`src/rtl/first_counter.sv`:
```
// rtl/first_counter.sv - enable-gated binary up counter with synchronous reset
module first_counter #(
    parameter int unsigned WIDTH = 4
) (
    input  logic             clock,
    input  logic             reset,
    input  logic             enable,
    output logic [WIDTH-1:0] counter_out
);

    logic [WIDTH-1:0] count;

    // Reset outranks enable; the increment wraps naturally at WIDTH bits.
    always_ff @(posedge clock) begin
        if (reset) begin
            count <= '0;
        end else if (enable) begin
            count <= count + WIDTH'(1);
        end
    end

    assign counter_out = count;

endmodule

```
`config.mk`:
```
export PLATFORM = sky130hd
export DESIGN_NAME = first_counter
export DESIGN_NICKNAME = d
export VERILOG_FILES = /design/src/rtl/first_counter.sv
export SDC_FILE = /design/constraint.sdc
export NUM_CORES = 1
export LEC_CHECK = 0
export ABC_AREA = 1
export CAP_MARGIN = 15
export CORE_AREA = 2 2 39 41
export DETAILED_ROUTE_END_ITERATION = 16
export DIE_AREA = 0 0 41 43
export GPL_TIMING_DRIVEN = 0
export PLACE_DENSITY = 0.34
export SETUP_SLACK_MARGIN = 0.02
export SLEW_MARGIN = 20
export SYNTH_ARGS = -nofsm -noshare
export SYNTH_HDL_FRONTEND = slang
export SYNTH_SLANG_ARGS = --single-unit
```
`constraint.sdc`:
```
create_clock -name clock -period 0.9 [get_ports clock]
set_input_delay 0.135 -clock clock [delete_from_list [all_inputs] [get_ports clock]]
set_output_delay 0.135 -clock clock [all_outputs]
set_load 0.03 [all_outputs]
```
==> results.toml <==
[timing]
min_period_ns = 0.878
fin_skew_ns = 0.000263
rsz0062_at_grt = "yes"
fin_crit_sh_pct = 97.6
final_max_slew_viol_count = 0
fmax_mhz = 1140
maxSlewHeadroom_pct = 85.2
holdWs_ns = 0.355
hold_viol = 0
finalSetupViolCount = 0
worstMarginPinSlew_ns = 0.221

[hold_path]
hold_depth = 2
hp-start = "enable"
hold_class = "input port to flop"
holdPathEnd = "counter_out[1]"

[worst_setup_path]
r2r-start = "counter_out[1]"
crit_family = "flip-flops"
worstSetupPathType = "flop to primary output"
path_max_fanout = 4
reg2reg_setup_slack_ns = 0.04
endpoint_kind = "primary output"
arrival_ns = 0.74
cp.required_ns = 0.76
critical-path-slowest-cell = "dfxtp_4"
crit_chain = "buf_6"
reg2regPathDepth = 3
critPathBufInv = 1
rr_endpoint = "counter_out[1]"
startpoint_type = "flop"
crit_path_max_incr_delay_ns = 0.37

[final_layout]
n_antenna_cell = 0
regArea_sq_um = 92.6
finalNetCount = 38
multi_input_area_sq_um = 95.1
syn_to_final_growth_pct = 77.2
largest_reg_flops = 4
fill_cells = 156
drive_gt1_share_pct = 43.8
fin_area_sq_um = 302
final_cell_mix = "5 x nor2_1, 5 x nand2_1, 4 x buf_6, 3 x clkbuf_4, 3 x dfxtp_4"
fin_util_pct = 21.8

[placed_design]
dpl_cell_area_sq_um = 259
numPortBuffers = 6
dpl.hpwl_um = 270
gp_congestion = 0.741

[drt]
first_pass_iters = 2
routedWlPerCell_um = 8.81
drt_iter0_drc = 4
routed_wl_um = 423
postRouteAntennaNets = 0
avgViaCountPerCell = 3.67
via_count = 176
drc = 0

[grt]
grt_antenna_before_repair = 0
grt_first_pass_wirelength_um = 683
grt_max_degree = 7
track_usage_pct = 6.62
grt_pass1_vias = 178
grt.overflow.total = 0

[outcome]
run_status = "finished clean"

[clock_network]
cts_resized = 29
path_clk_slew_ns = 0.04
h-tree-depth = 1
postCtsSetupBuffers = 0
cts_buffer_depth = 2
tritoncts = "built"
cts.sinks = 4
hold_buffers = 0
clk_latency_ns = 0.24
clock-root-buffer = "clkbuf_4"
cts-buffers-inserted = 3

[pwr]
pwr-share-seq_pct = 39.2
ir_drop_uv = 518
power_switching_w = 0.000138
internal_power_w = 0.000371
clockPowerShare_pct = 45.7
p_per_area_nw_per_um2 = 1690
sw_frac_of_total_pct = 27.0
leakagePower_nw = 0.126
combPwrFrac_pct = 15.1

[synthesis]
yosys.area.top_type_share_pct = 47.1
synth.yosys.seq_area_share_pct = 47.1
netlist_area_sq_um = 170
synth.avg_cell_area_sq_um = 7.40
synth_area_leaders = "dfxtp_1 47%, nand2_1 11%, nor2_1 11%, ha_1 7.4%, a21oi_1 5.9%"
synth_cells = 23
synthesis.nets = 27
ys_ff_latch = 4
synth_top_area_cell = "dfxtp_1"
yosysWarnings = 0
synthDistinctLibCells = 10

[floorplanning]
die_x_um = 41
core-area_sq_um = 1380
rows = 14
die-area_sq_um = 1760
die_h_um = 43
pin_count = 7
start_util_pct = 12.3

[job]
cap_violations = 0
[worst register-to-register path, cell delays in order (launching register included)]
cell and delay (ns):
dfxtp_4 0.36, ha_4 0.26, inv_1 0.03, a21oi_1 0.13
[through the flow]
stage / setup TNS, ns / setup WS (ns) / std cells / power (W)
floorplan: 0 / 0.0263 / 23 / 0.000236
global placement: -1.57 / -0.270 / 45 / 0.000269
detailed placement: -1.61 / -0.298 / 45 / 0.000270
CTS: 0 / 0.0205 / 48 / 0.000509
global route: -0.000901 / -0.000659 / 48 / 0.000544
finish: 0 / 0.0218 / 48 / 0.000509
[Yosys cell counts (all sizes together)]
| cell | instances |
|---|---|
| nor2 | 6 |
| nand3 | 1 |
| a21oi | 2 |
| dfxtp | 4 |
| ha | 1 |
| nand2 | 6 |
| inv | 2 |
| o21ai | 1 |
[logic make-up (layout without fill, tap and decap cells)]
family	count (synthesis)	in the layout	synth area share, %
buf+inv	2	11	4.41
fa+ha+maj	1	1	7.35
simple gates	13	13	32.4
compound gates	3	3	8.82
flops	4	4	47.1
[metal layers]
layer  part of all wire [%]  global-route usage [%]  vias to the layer above
li1                       -                       -                       92
met4                      0                    10.0                        0
met1                     49                    7.05                       77
met3                    7.8                    3.14                        0
met5                      0                       0                        -
met2                     43                    7.19                        7
[power by group through the flow]
stage	clock [W]	sequential (W)	combinational, W
after CTS	0.000240	0.000197	0.0000719
after floorplan	0	0.000215	0.0000212
after global routing	0.000258	0.000201	0.0000856
after detailed placement	0	0.000199	0.0000710
after global placement	0	0.000198	0.0000703
final	0.000232	0.000199	0.0000770
[worst max path at each step]
stage	endpoint	start	cells after the start
CTS	counter_out[2]	counter_out[2]	1
floorplan	counter_out[2]	counter_out[0]	3
global route	counter_out[1]	counter_out[1]	1
global placement	counter_out[3]	enable	6
finish	counter_out[0]	counter_out[0]	1
detailed placement	counter_out[3]	enable	6
[area by class of cell]
class | count | area share, %
Clock buffer | 3 | 7.47
Inverter | 2 | 2.49
Multi-Input combinational cell | 17 | 31.5
Sequential cell | 4 | 30.7
Tap cell | 16 | 6.64
Timing Repair Buffer | 6 | 21.2
Power figures use the tool's default switching activity.
